--- config.mk ---
export PLATFORM = sky130hd
export DESIGN_NAME = axi_wr_arbiter_2m
export DESIGN_NICKNAME = d
export VERILOG_FILES = /design/src/rtl/axi_wr_arbiter_2m.sv
export SDC_FILE = /design/constraint.sdc
export NUM_CORES = 1
export LEC_CHECK = 0
export ABC_CLOCK_PERIOD_IN_PS = 1670
export CORE_AREA = 2 2 118 120
export CTS_CLUSTER_SIZE = 20
export DETAILED_ROUTE_END_ITERATION = 12
export DIE_AREA = 0 0 120 122
export PLACE_DENSITY_LB_ADDON = 0.3
export SLEW_MARGIN = 20
export SYNTH_ARGS = -nofsm -noshare
export SYNTH_HDL_FRONTEND = slang
export SYNTH_SLANG_ARGS = --single-unit
--- constraint.sdc ---
create_clock -name ACLK -period 1.67 [get_ports ACLK]
set_clock_uncertainty 0.15 [all_clocks]
set_input_delay 0.167 -clock ACLK [delete_from_list [all_inputs] [get_ports ACLK]]
set_output_delay 0.167 -clock ACLK [all_outputs]
set_load 0.05 [all_outputs]
--- src/rtl/axi_wr_arbiter_2m.sv ---
// Two-master AXI3 write arbiter: round-robin AW grant held through WLAST,
// B responses steered back by the master-index bit prepended to the ID.
module axi_wr_arbiter_2m #(
  parameter int WIDTH_ID = 4,
  parameter int WIDTH_AD = 32,
  parameter int WIDTH_DA = 32,
  parameter int WIDTH_DS = WIDTH_DA / 8
) (
  input  logic                ACLK,
  input  logic                ARESET,
  input  logic [WIDTH_ID-1:0] M0_AWID,
  input  logic [WIDTH_AD-1:0] M0_AWADDR,
  input  logic [3:0]          M0_AWLEN,
  input  logic [1:0]          M0_AWLOCK,
  input  logic [2:0]          M0_AWSIZE,
  input  logic [1:0]          M0_AWBURST,
  input  logic                M0_AWVALID,
  output logic                M0_AWREADY,
  input  logic [WIDTH_ID-1:0] M0_WID,
  input  logic [WIDTH_DA-1:0] M0_WDATA,
  input  logic [WIDTH_DS-1:0] M0_WSTRB,
  input  logic                M0_WLAST,
  input  logic                M0_WVALID,
  output logic                M0_WREADY,
  output logic [WIDTH_ID-1:0] M0_BID,
  output logic [1:0]          M0_BRESP,
  output logic                M0_BVALID,
  input  logic                M0_BREADY,
  input  logic [WIDTH_ID-1:0] M1_AWID,
  input  logic [WIDTH_AD-1:0] M1_AWADDR,
  input  logic [3:0]          M1_AWLEN,
  input  logic [1:0]          M1_AWLOCK,
  input  logic [2:0]          M1_AWSIZE,
  input  logic [1:0]          M1_AWBURST,
  input  logic                M1_AWVALID,
  output logic                M1_AWREADY,
  input  logic [WIDTH_ID-1:0] M1_WID,
  input  logic [WIDTH_DA-1:0] M1_WDATA,
  input  logic [WIDTH_DS-1:0] M1_WSTRB,
  input  logic                M1_WLAST,
  input  logic                M1_WVALID,
  output logic                M1_WREADY,
  output logic [WIDTH_ID-1:0] M1_BID,
  output logic [1:0]          M1_BRESP,
  output logic                M1_BVALID,
  input  logic                M1_BREADY,
  output logic [WIDTH_ID:0]   S_AWID,
  output logic [WIDTH_AD-1:0] S_AWADDR,
  output logic [3:0]          S_AWLEN,
  output logic [1:0]          S_AWLOCK,
  output logic [2:0]          S_AWSIZE,
  output logic [1:0]          S_AWBURST,
  output logic                S_AWVALID,
  input  logic                S_AWREADY,
  output logic [WIDTH_ID:0]   S_WID,
  output logic [WIDTH_DA-1:0] S_WDATA,
  output logic [WIDTH_DS-1:0] S_WSTRB,
  output logic                S_WLAST,
  output logic                S_WVALID,
  input  logic                S_WREADY,
  input  logic [WIDTH_ID:0]   S_BID,
  input  logic [1:0]          S_BRESP,
  input  logic                S_BVALID,
  output logic                S_BREADY
);

  typedef enum logic [1:0] {IDLE, ADDR, DATA} state_t;

  state_t state;
  logic   gnt;
  logic   last;
  logic   next_gnt;
  logic   sel;
  logic   in_addr;
  logic   in_data;
  logic   bsel;

  // Alternate only on a true tie; a lone requester always wins.
  assign next_gnt = (M0_AWVALID && M1_AWVALID) ? ~last : M1_AWVALID;

  always_ff @(posedge ACLK or posedge ARESET) begin
    if (ARESET) begin
      state <= IDLE;
      gnt   <= 1'b0;
      last  <= 1'b1;
    end else begin
      case (state)
        IDLE: begin
          if (M0_AWVALID || M1_AWVALID) begin
            gnt   <= next_gnt;
            last  <= next_gnt;
            state <= ADDR;
          end
        end
        ADDR: if (S_AWVALID && S_AWREADY) state <= DATA;
        DATA: if (S_WVALID && S_WREADY && S_WLAST) state <= IDLE;
        default: state <= IDLE;
      endcase
    end
  end

  // Payload mux follows master 0 while idle so the slave sees stable values.
  assign sel     = (state == IDLE) ? 1'b0 : gnt;
  assign in_addr = (state == ADDR);
  assign in_data = (state == DATA);

  assign S_AWID    = {sel, sel ? M1_AWID : M0_AWID};
  assign S_AWADDR  = sel ? M1_AWADDR  : M0_AWADDR;
  assign S_AWLEN   = sel ? M1_AWLEN   : M0_AWLEN;
  assign S_AWLOCK  = sel ? M1_AWLOCK  : M0_AWLOCK;
  assign S_AWSIZE  = sel ? M1_AWSIZE  : M0_AWSIZE;
  assign S_AWBURST = sel ? M1_AWBURST : M0_AWBURST;
  assign S_AWVALID = in_addr && (sel ? M1_AWVALID : M0_AWVALID);
  assign M0_AWREADY = in_addr && !sel && S_AWREADY;
  assign M1_AWREADY = in_addr &&  sel && S_AWREADY;

  assign S_WID    = {sel, sel ? M1_WID : M0_WID};
  assign S_WDATA  = sel ? M1_WDATA : M0_WDATA;
  assign S_WSTRB  = sel ? M1_WSTRB : M0_WSTRB;
  assign S_WLAST  = sel ? M1_WLAST : M0_WLAST;
  assign S_WVALID = in_data && (sel ? M1_WVALID : M0_WVALID);
  assign M0_WREADY = in_data && !sel && S_WREADY;
  assign M1_WREADY = in_data &&  sel && S_WREADY;

  // B path is stateless; only reset suppresses the handshake.
  assign bsel      = S_BID[WIDTH_ID];
  assign M0_BID    = S_BID[WIDTH_ID-1:0];
  assign M1_BID    = S_BID[WIDTH_ID-1:0];
  assign M0_BRESP  = S_BRESP;
  assign M1_BRESP  = S_BRESP;
  assign M0_BVALID = !ARESET && S_BVALID && !bsel;
  assign M1_BVALID = !ARESET && S_BVALID &&  bsel;
  assign S_BREADY  = !ARESET && (bsel ? M1_BREADY : M0_BREADY);

endmodule

Yosys cells after proc, flatten, opt, wreduce, memory -nomap -nowiden
Cells that the tools add are included.
{ "totals": {"ff_bits": 4, "latchBits": 0, "mem_bits_rw": 0, "rom_bits": 0, "inputBits": 194, "out_inout_bits": 111, "wordCells": 53, "memories": 0} }
{ "op_classes": {"n_addsub": 0, "n_mul": 0, "div": 0, "order_cmp": 0, "n_eq_ne": 5, "shifts": 0, "n_mux": 19, "bitwise": 1, "n_reduce_logical": 25} }
{ "ops": {"columns": ["operator", "n"], "rows": [
  ["2-to-1 mux 32 bit", 2],
  ["logical AND 1 bit", 18],
  ["2-to-1 mux 4 bit", 4],
  ["2-to-1 mux 2 bit", 5],
  ["2-to-1 mux 1 bit", 6],
  ["case mux 2 bit (3 select lines)", 1],
  ["inequality test 2 x 1 -> 1 bit (second input constant)", 2],
  ["zero test 1 bit", 3],
  ["2-to-1 mux 3 bit", 1],
  ["AND reduction 3 bit", 1],
  ["equality test 2 x 1 -> 1 bit (second input constant)", 1],
  ["equality test 2 bit (second input constant)", 1],
  ["zero test 2 bit", 1],
  ["inequality test 2 bit (second input constant)", 1],
  ["AND reduction 2 bit", 1],
  ["logical OR 1 bit", 1],
  ["inverter 1 bit", 1]
]} }

Longest topological paths before layout
Gate-level depths: netlist of the first run.
{ "logic_depth": {"ltp_word": 8, "depth_mapped": 6, "ltp_nobuf": 3} }

Worst setup path before layout of the first run
No wires, ideal clock.
{ "synth_timing": {"path_type": "flip-flop to output port", "start": "register gnt", "end": "output port S_AWVALID", "arrival_ns": 1.810, "required_time_ns": 1.353, "path_slack_ns": -0.457, "stages_incl_launch_ff": 4, "n_path_buf": 1, "path_cell_list": "dfrtp_1 > buf_2 > mux2i_1 > nor3b_1"} }
{ "synth_between": {"elab_chain_len": 3} }
{ "synth_rtl": {"columns": ["item", "line", "rtl"], "rows": [
  ["start: declaration", "70", "logic gnt;"],
  ["start signal: assignment", "90", "gnt <= next_gnt;"],
  ["2-to-1 mux 1 bit", "103", "assign sel = (state == IDLE) ? 1'b0 : gnt;"],
  ["2-to-1 mux 1 bit", "113", "assign S_AWVALID = in_addr && (sel ? M1_AWVALID : M0_AWVALID);"],
  ["logical AND 1 bit", "113", null],
  ["end: declaration", "53", "output logic S_AWVALID,"]
]} }
Every way passes these cells.

Worst setup path after layout of the first run
{ "layout_timing": {"start": "register state[0]", "end": "output port S_AWADDR[23]"} }
{ "layout_between": {"elab_chain_len": 3} }
{ "layout_rtl": {"columns": ["item", "line", "rtl"], "rows": [
  ["start: declaration", "69", "state_t state;"],
  ["start signal: assignment", "83", "state <= IDLE;"],
  ["start signal: assignment", "92", "state <= ADDR;"],
  ["start signal: assignment", "95", "ADDR: if (S_AWVALID && S_AWREADY) state <= DATA;"],
  ["zero test 2 bit", "103", null],
  ["2-to-1 mux 1 bit", "103", null],
  ["2-to-1 mux 32 bit", "108", "assign S_AWADDR = sel ? M1_AWADDR : M0_AWADDR;"],
  ["end: declaration", "48", "output logic [WIDTH_AD-1:0] S_AWADDR,"]
]} }
Every way passes these cells.

==> results of run 1 <==
[cells in the final DEF (no fill, tap or decap)]
cell	n
o21ai_4	1
clkbuf_1	1
nor2_2	3
o32ai_1	1
buf_16	6
inv_1	3
nor3_2	2
buf_6	55
nand2_1	4
mux2i_4	1
buf_4	26
mux2i_1	1
a21boi_2	1
a32o_1	1
clkbuf_16	6
mux2i_2	1
nor3b_1	1
nor2_4	1
dfrtp_2	2
mux2_4	59
inv_4	1
nand2b_4	1
nor3b_2	1
nand3b_1	1
dfrtp_1	1
buf_12	14
clkdlybuf4s50_1	187
a31oi_1	1
mux2_2	29
dfstp_2	1
a21oi_1	1
o21ai_0	1
nor2_1	3
buf_8	20
and3_1	1
[timing repair]
action                     CTS  global route
setup endpoints to repair   97            98
pin swaps                    3             3
setup buffers                5             2
gates resized for setup    123            33
hold endpoints to repair     0             0
cloned                       5             3
[cells in the mapped netlist]
cell	count
nor2_1	7
mux2_4	19
buf_2	1
a21boi_0	1
nand2b_1	1
mux2_2	69
inv_1	4
nand3b_1	1
buf_4	20
nor3_1	2
mux2i_1	3
buf_6	1
nand2_1	4
buf_8	2
a21oi_1	1
and3_1	1
o21ai_0	1
a31oi_1	1
dfstp_2	1
o32ai_1	1
a32o_1	1
o21ai_4	1
dfrtp_1	3
nor3b_1	2
[final timing paths]
check | end | slack [ns] | depth (start not counted)
setup / recovery | S_AWADDR[23] | -0.37 | 6
hold / removal | state[1] | 0.14 | 3
setup reg to reg | state[1] | 0.04 | 5
hold reg to reg | last | 0.38 | 2
max in group asynchronous | last | 1.04 | 3
min in group ACLK | M1_BID[0] | 0.18 | 0
[flip-flops by register name, summed over array words and instances, names as in the netlist]
register,count
state,2
gnt,1
last,1
[worst max-delay path, stage by stage, from the launching register on]
cell and delay (ns):
dfrtp_2 0.41, o21ai_4 0.17, buf_12 0.15, buf_12 0.14, clkbuf_16 0.15, mux2_4 0.31, buf_8 0.15
[metal layers]
metal / track usage / wire length [um] / share of wire / vias up
met5: 0 / 0 / 0 / -
met4: 0.02132 / 110 / 0.011 / 0
met3: 0.03090 / 919 / 0.088 / 14
met2: 0.2383 / 5525 / 0.53 / 152
met1: 0.1402 / 3900 / 0.37 / 1144
li1: - / - / - / 1114
[report_power, final]
group          total [mW]  switching (mW)  internal [mW]  leakage, nW
registers           0.214          0.0540          0.160       0.0444
logic                9.52            5.04           4.48         2.32
clock network       0.389          0.0736          0.316       0.0382
total                10.1            5.17           4.96         2.40
[area by class of cell]
| type | instances | area [um2] |
|---|---|---|
| Multi-Input combinational cell | 116 | 1445 |
| Clock buffer | 4 | 78.83 |
| Fill cell | 1318 | 8127 |
| Tap cell | 180 | 225.2 |
| Sequential cell | 4 | 103.9 |
| Inverter | 4 | 17.52 |
| Timing Repair Buffer | 311 | 3507 |
[metrics by stage]
step | area [um2] | hold slack [ns]
after floorplan | 1558 | -0.2126
after global placement | 4427 | 0.1846
after detailed placement | 4427 | 0.1846
after CTS | 5160 | 0.1384
after global routing | 5378 | 0.1842
final | 5378 | 0.1406
[logic make-up (layout without fill, tap and decap cells)]
kind of cell | after synthesis | in the layout | share of synthesized area
AND/OR/NAND/NOR | 18 | 18 | 0.05569
AO/OA/AOI/OAI | 7 | 7 | 0.03794
flip-flops | 4 | 4 | 0.06538
buffers and inverters | 28 | 319 | 0.1364
multiplexers | 91 | 91 | 0.7046
==> metrics, run 1 <==
status complete, but fails checks; failing checks negative setup slack; Hold Violations, Final 0; Pwr Total ~10 mW; synthesized area per cell ~10 um2; RSZ-0062 raised after global routing true; buffers added on ports around 290; Worst EP arrival roughly 1.7 ns; vias in the first global route about 2600; final std cells w/o fill around 620; Yosys warning total 0; Post-Place Cells 600; max frequency 490.2 MHz; critical path launch point type flop; Reg-to-Reg Start state[0]; cts bufs inserted 3; Area Growth Syn to Fin 246.9%; hpwl dp approximately 7.5 mm; crit-path max FO 5; Slew Viols, Final 0; initial DRC count between 40 and 50; # IOs about 300; Hold WC Path Type in2async; largest cells by area after synthesis mux2_2 (50%), mux2_4 (18%), buf_4 (9.7%); CTS Hold Bufs 0; Worst slew margin 0.7620; cell count after synthesis ~150; CTS sink cnt 4; count of cell types in the netlist 24; P per Cell Area roughly 1900 nW/um2; clk_lat worst skew roughly 0.23 ns; Yosys top cell area share 0.5012; DRC errors left 0; Worst Path Required roughly 1.4 ns; final worst slack -0.3699 ns; Die Wd ~120 um; crit path kind reg2out; Worst Tran Pin Value 0.3562 ns; post-route antenna net violation count 0; Worst Setup SP state[0]; initial core utilization 0.1148; Total Neg Setup Slack -31.41 ns; first-pass GRT wire length roughly 14 mm; Core ar. 13500 um2; WL/cell ~17 um; die height around 120 um; NumNets Final 634; die area 14640 um2; clock slew at reported path FFs ~0.030 ns; syn nets ~340; largest net degree at the start of global routing 26; GRT Residual Overflow 0; antenna violations before repair 0; VDD IR max between 0.0007 and 0.0008 V; Final Cycle Share 1.221; ratio of cells with drive above 1 in the final layout 0.5262; Setup WS pre-CTS -0.2180 ns; Mapped Area ~1600 um2; H-tree depth 1; sequential area share after synthesis 0.06538; final core area utilization 0.3982; GPL Wtd Cong 0.8019; Setup crit end kind output pin; Total Routing Usage GR 0.1245; final-report setup violation count 95; Max-cap violations 0; leakage power 2.398 nW; Vias approximately 2400; Yosys reg bits 4; clock root buffer clkbuf_16; antenna cells 0; CTS max path bufs 2; floorplan row count 43; Vias/cell ~4; TritonCTS clock tree built; Tmin final between 2 and 2.5 ns; post-synth top area cell mux2_2; final wirelength approximately 10 mm; drt first pass iters 4
Power figures use the tool's default switching activity.
==> run 2: changes to the inputs <==
- CTS_CLUSTER_DIAMETER: unset -> 60
- PLACE_DENSITY: unset -> 0.66
- PLACE_DENSITY_LB_ADDON: 0.3 -> unset
==> run 2 against run 1 <==
The flow still finishes with violations (negative setup slack). Critical path depth down 2. Final area down 6.9%. Critical endpoint is now S_WDATA[14]. First-iteration DRC count down 2.1%. Wire length up 5.2%.
==> metrics, run 2 (synthesized netlist as in run 1, its figures left out) <==
hpwl dp 8.970 mm (+19%); Vias/cell 3.765 (-3.9%); Worst Setup SP state[1]; Worst Setup EP S_WDATA[14]; status complete, but fails checks; critical path launch point type flop; Total Neg Setup Slack -29.13 ns (+2.280 ns); final worst slack -0.3877 ns (-0.01779 ns); ratio of cells with drive above 1 in the final layout 0.5082 (-0.01804); Die Wd 120 um (unchanged); first-pass GRT wire length 14.85 mm (+3.6%); vias in the first global route 2467 (-6.7%); Switching Share 0.5390 (+0.02837); Pwr Total 9.088 mW (-10%); Area Growth Syn to Fin 223.1%; GRT Residual Overflow 0 (unchanged); sequential share of power 0.024 (+0.003); Sw Pwr 4.898 mW (-5.3%); GPL Wtd Cong 0.7834 (-2.3%); crit-path max FO 34 (+29); Hold WC Path Type in2async; clock slew at reported path FFs 0.03 ns (about the same); Hold Violations, Final 0 (unchanged); RSZ-0062 raised after global routing true; Reg with most FFs state; Vias 2293 (-5.4%); H-tree depth 1 (unchanged); combinational power share 0.933 (-0.007); CTS max path bufs 2 (unchanged); cts bufs inserted 3 (unchanged); Max-cap violations 0 (unchanged); antenna cells 0 (unchanged); clk_lat worst skew 0.23 ns (about the same); buffers added on ports 286 (unchanged); Stages on worst setup path 4 (-2); # IOs 305 (unchanged); P per Cell Area 1815 nW/um2 (-3.6%); crit path kind reg2out; post-route antenna net violation count 0 (unchanged); Core ar. 13500 um2 (unchanged); Pint 4.190 mW (-15%); WL/cell 18.06 um (+6.9%); die height 122 um (unchanged); Total Routing Usage GR 0.1312 (+0.006646); NumNets Final 624 (-1.6%); Final Cycle Share 1.232 (+0.01065); initial core utilization 0.1148 (unchanged); initial DRC count 47 (-2.1%); Reg-to-Reg Start state[1]; r2r endpoint state[1]; commonest non-fill, non-tap cell in the layout clkdlybuf4s50_1; final wirelength 11.00 mm (+5.2%); failing checks negative setup slack; CP max stage delay 0.41 ns (about the same); Cell Chain, Critical Path o21ai_4, buf_12, mux2_2, buf_4; TritonCTS clock tree built; Slew Viols, Final 0 (unchanged); Largest regs state (2), gnt (1), last (1); FF-to-FF path depth 4 (-1); drt first pass iters 4 (unchanged); max FFs per register 2 (unchanged); Worst Path Required 1.35 ns (about the same); Worst Tran Pin Value 0.3658 ns (+0.009559 ns); Setup WS pre-CTS -0.1576 ns (+0.06038 ns); VDD IR max 0.0008033 V (+10%); commonest non-fill, non-tap cells in the layout clkdlybuf4s50_1 (187), buf_6 (73), mux2_2 (60); clock root buffer clkbuf_16; DRC errors left 0 (unchanged); antenna violations before repair 0 (unchanged); CP bufs+invs 2 (-2); Fill cells 1338 (+1.5%); floorplan row count 43 (unchanged); CTS sink cnt 4 (unchanged); die area 14640 um2 (unchanged); Worst EP arrival 1.74 ns (+0.02 ns); clock power share 0.043 (+0.005); final-report setup violation count 93 (-2.1%); leakage power 2.140 nW (-11%); largest net degree at the start of global routing 43 (+65%); max frequency 486.0 MHz (-0.86%); flop2flop setup slack 0.05 ns (about the same); Worst slew margin 0.7556 (-0.006386); slowest stage cell, crit path dfrtp_2; crit-path leading delay family buffers and inverters; Tmin final 2.058 ns (+0.01779 ns); Setup crit end kind output pin
## run 2: cell types whose count changed in the layout (fill, tap and decap cells not counted), sizes merged
| cell | change |
|---|---|
| buf | -9 |
| clkbuf | -1 |
## run 2: worst min path at each step
stage	endpoint	slack, ns	cells after the start
after floorplan	gnt	-0.21	1
after global placement	M1_BID[2]	0.18	0
after detailed placement	M1_BID[2]	0.18	0
after CTS	gnt	0.13	3
after global routing	gnt	0.17	3
final	state[0]	0.13	3
## run 2: power by group through the flow
| stage | Sequential (mW) | Clock, mW | Combinational [mW] |
|---|---|---|---|
| 3_3_place_gp | 0.206 | 0 | 7.25 |
| 6_report | 0.214 | 0.393 | 8.48 |
| 5_1_grt | 0.222 | 0.406 | 8.77 |
| 2_1_floorplan | 0.212 | 0 | 5.25 |
| 3_5_place_dp | 0.211 | 0 | 7.27 |
| 4_1_cts | 0.214 | 0.401 | 7.86 |
## run 2: what timing repair did
action	CTS	global route
hold buffers	0	0
gates resized for setup	72	39
setup endpoints to repair	97	97
gates cloned	0	4
setup buffers	1	2
pin swaps	3	4
## run 2: worst reg2reg max path, delay by kind of cell (launching register included)
family                 cells  cell delay (ns)
DFF                        1             0.41
muxes                      1             0.38
AOI/OAI and AO/OA          2             0.36
buffers and inverters      1             0.25
## run 2: through the flow
step | util | cells | cell area (um2) | hold slack, ns
2_1_floorplan | - | 148 | 1558 | -0.2126
3_3_place_gp | 0.3263 | 599 | 4407 | 0.1845
3_5_place_dp | 0.3263 | 599 | 4407 | 0.1845
4_1_cts | 0.3533 | 604 | 4771 | 0.1278
5_1_grt | 0.3709 | 609 | 5009 | 0.1673
6_report | 0.3709 | 609 | 5009 | 0.1265
## run 2: per-layer routing
| layer | routed length (um) | share of wire | global-route usage | vias up |
|---|---|---|---|---|
| met5 | 0 | 0 | 0 | - |
| met4 | 139 | 0.013 | 0.02206 | 0 |
| met3 | 983 | 0.089 | 0.03792 | 18 |
| met2 | 5570 | 0.51 | 0.2333 | 130 |
| met1 | 4305 | 0.39 | 0.1586 | 1053 |
| li1 | - | - | - | 1092 |
## run 2: final cells by class
type	instances	area, um2	area share
Inverter	4	15.01	0.002998
Sequential cell	4	103.9	0.02073
Tap cell	180	225.2	0.04497
Clock buffer	4	78.83	0.01574
Multi-Input combinational cell	116	1321	0.2638
Timing Repair Buffer	301	3264	0.6518
==> run 3: changes to the inputs <==
- SETUP_SLACK_MARGIN: unset -> 0.02
==> run 3 against run 2 <==
Global-route usage about the same. First-iteration DRC count decreased by 30%. Non-clock buffer count is 1 lower. Wire length down 1.4%. Die area is the same. Largest power group unchanged. The run still ends with negative setup slack left. Via count fell by 0.70%.
==> metrics, run 3 (synthesized netlist as in run 1, its figures left out) <==
Core ar. 13500 um2 (unchanged); max FFs per register 2 (unchanged); Largest regs state (2), gnt (1), last (1); WL/cell 17.85 um (-1.2%); floorplan row count 43 (unchanged); post-route antenna net violation count 0 (unchanged); Fill cells 1330 (-0.60%); CTS Hold Bufs 0 (unchanged); TritonCTS clock tree built; hpwl dp 8.970 mm (unchanged); Reg with most FFs state; final-report setup violation count 93 (unchanged); cts bufs inserted 3 (unchanged); initial core utilization 0.1148 (unchanged); die area 14640 um2 (unchanged); Post-Place Cells 599 (unchanged); antenna violations before repair 0 (unchanged); crit-path leading delay family buffers and inverters; final std cells w/o fill 608 (-0.16%); clock slew at reported path FFs 0.03 ns (about the same); clock root buffer clkbuf_16; # IOs 305 (unchanged); commonest non-fill, non-tap cell in the layout clkdlybuf4s50_1; buffers added on ports 286 (unchanged); Hold WC Path Type in2async; Worst EP arrival 1.74 ns (about the same); crit path kind reg2out; Total Neg Setup Slack -29.60 ns (-0.4675 ns); Vias 2277 (-0.70%); max frequency 486.2 MHz (about the same); Area Growth Syn to Fin 217.4%; die height 122 um (unchanged); Tmin final 2.057 ns (-0.0007810 ns); Hold Violations, Final 0 (unchanged); CTS sink cnt 4 (unchanged); CP bufs+invs 2 (unchanged); failing checks negative setup slack; GRT Residual Overflow 0 (unchanged); vias in the first global route 2452 (-0.61%); antenna cells 0 (unchanged); CTS max path bufs 2 (unchanged); GPL Wtd Cong 0.7834 (unchanged); Cell Chain, Critical Path o21ai_4, buf_12, mux2_2, buf_4; H-tree depth 1 (unchanged); DRC errors left 0 (unchanged); critical path launch point type flop; initial DRC count 33 (-30%); Max-cap violations 0 (unchanged); final worst slack -0.3869 ns (+0.0007810 ns); status complete, but fails checks; commonest non-fill, non-tap cells in the layout clkdlybuf4s50_1 (187), buf_6 (71), mux2_2 (66); Slew Viols, Final 0 (unchanged); Total Routing Usage GR 0.1307 (-0.0004067); Die Wd 120 um (unchanged); leakage power 2.087 nW (-2.5%); clk_lat worst skew 0.23 ns (about the same); Worst Tran Pin Value 0.3658 ns (unchanged); Worst Path Required 1.35 ns (about the same); first-pass GRT wire length 14.81 mm (-0.23%); VDD IR max 0.0008021 V (-0.15%); Setup crit end kind output pin; Pwr Total 8.876 mW (-2.3%); Worst slew margin 0.7556 (unchanged); post-route cell area 4921 um2 (-1.7%); post-placement cell area 4407 um2 (unchanged); slowest stage cell, crit path dfrtp_2; RSZ-0062 raised after global routing true; P per Cell Area 1804 nW/um2 (-0.59%); final wirelength 10.85 mm (-1.4%); final core area utilization 0.3644 (-0.006486); largest net degree at the start of global routing 43 (unchanged); ratio of cells with drive above 1 in the final layout 0.5070 (-0.001149); Final Cycle Share 1.232 (about the same); CP max stage delay 0.41 ns (about the same); drt first pass iters 4 (unchanged); NumNets Final 623 (-0.16%); crit-path max FO 34 (unchanged); Vias/cell 3.745 (-0.53%)
==> run 3: cell count changes in the layout (fill, tap and decap cells not counted), sizes merged <==
cell  previous run  this run
buf            112       111
==> run 3: layout make-up <==
class	count	area (um2)	area share
clock buffers	4	78.83	0.01602
inverters	4	15.01	0.003051
multi-input cells	116	1299	0.2639
flip-flops and latches	4	103.9	0.02110
well taps	180	225.2	0.04577
repair buffers	300	3199	0.6501
==> run 3: final timing paths <==
path / from / endpoint / slack [ns] / cells after the start
setup / recovery: state[1] / S_WDATA[14] / -0.39 / 4
max in group asynchronous: ARESET / last / 1.05 / 3
min in group ACLK: S_BID[1] / M1_BID[1] / 0.18 / 0
hold reg to reg: last / last / 0.38 / 2
hold / removal: ARESET / state[0] / 0.13 / 3
setup reg to reg: state[1] / state[1] / 0.05 / 4
==> run 3: worst register-to-register path: stages, from the launching register on <==
cell and delay [ns]:
dfrtp_2 0.41, o21ai_4 0.23, buf_12 0.24, mux2_2 0.38, a21boi_1 0.13
==> run 3: power by group <==
part / switching, mW / total, mW / internal [mW]
clock network: 0.0771 / 0.393 / 0.316
logic: 4.71 / 8.27 / 3.56
registers: 0.0532 / 0.214 / 0.160
==> run 3: repair_timing <==
item                                    4_1_cts  5_1_grt
setup buffers                                 1        2
hold endpoints to repair                      0        0
endpoints found under the setup margin       97       97
resized for setup                            68       23
gates cloned                                  0        3
pin swaps                                     3        4
==> run 3: through the flow <==
| step | worst slack (ns) | hold WS (ns) |
|---|---|---|
| after floorplan | -0.3198 | -0.2126 |
| after global placement | -0.1377 | 0.1845 |
| after detailed placement | -0.1576 | 0.1845 |
| after CTS | -0.4006 | 0.1278 |
| after global routing | -0.4094 | 0.1673 |
| final | -0.3869 | 0.1265 |
==> run 3: per-layer routing <==
metal	global-route usage	part of all wire
met1	0.1586	0.39
met2	0.2322	0.51
met3	0.03745	0.093
met4	0.02206	0.011
met5	0	0
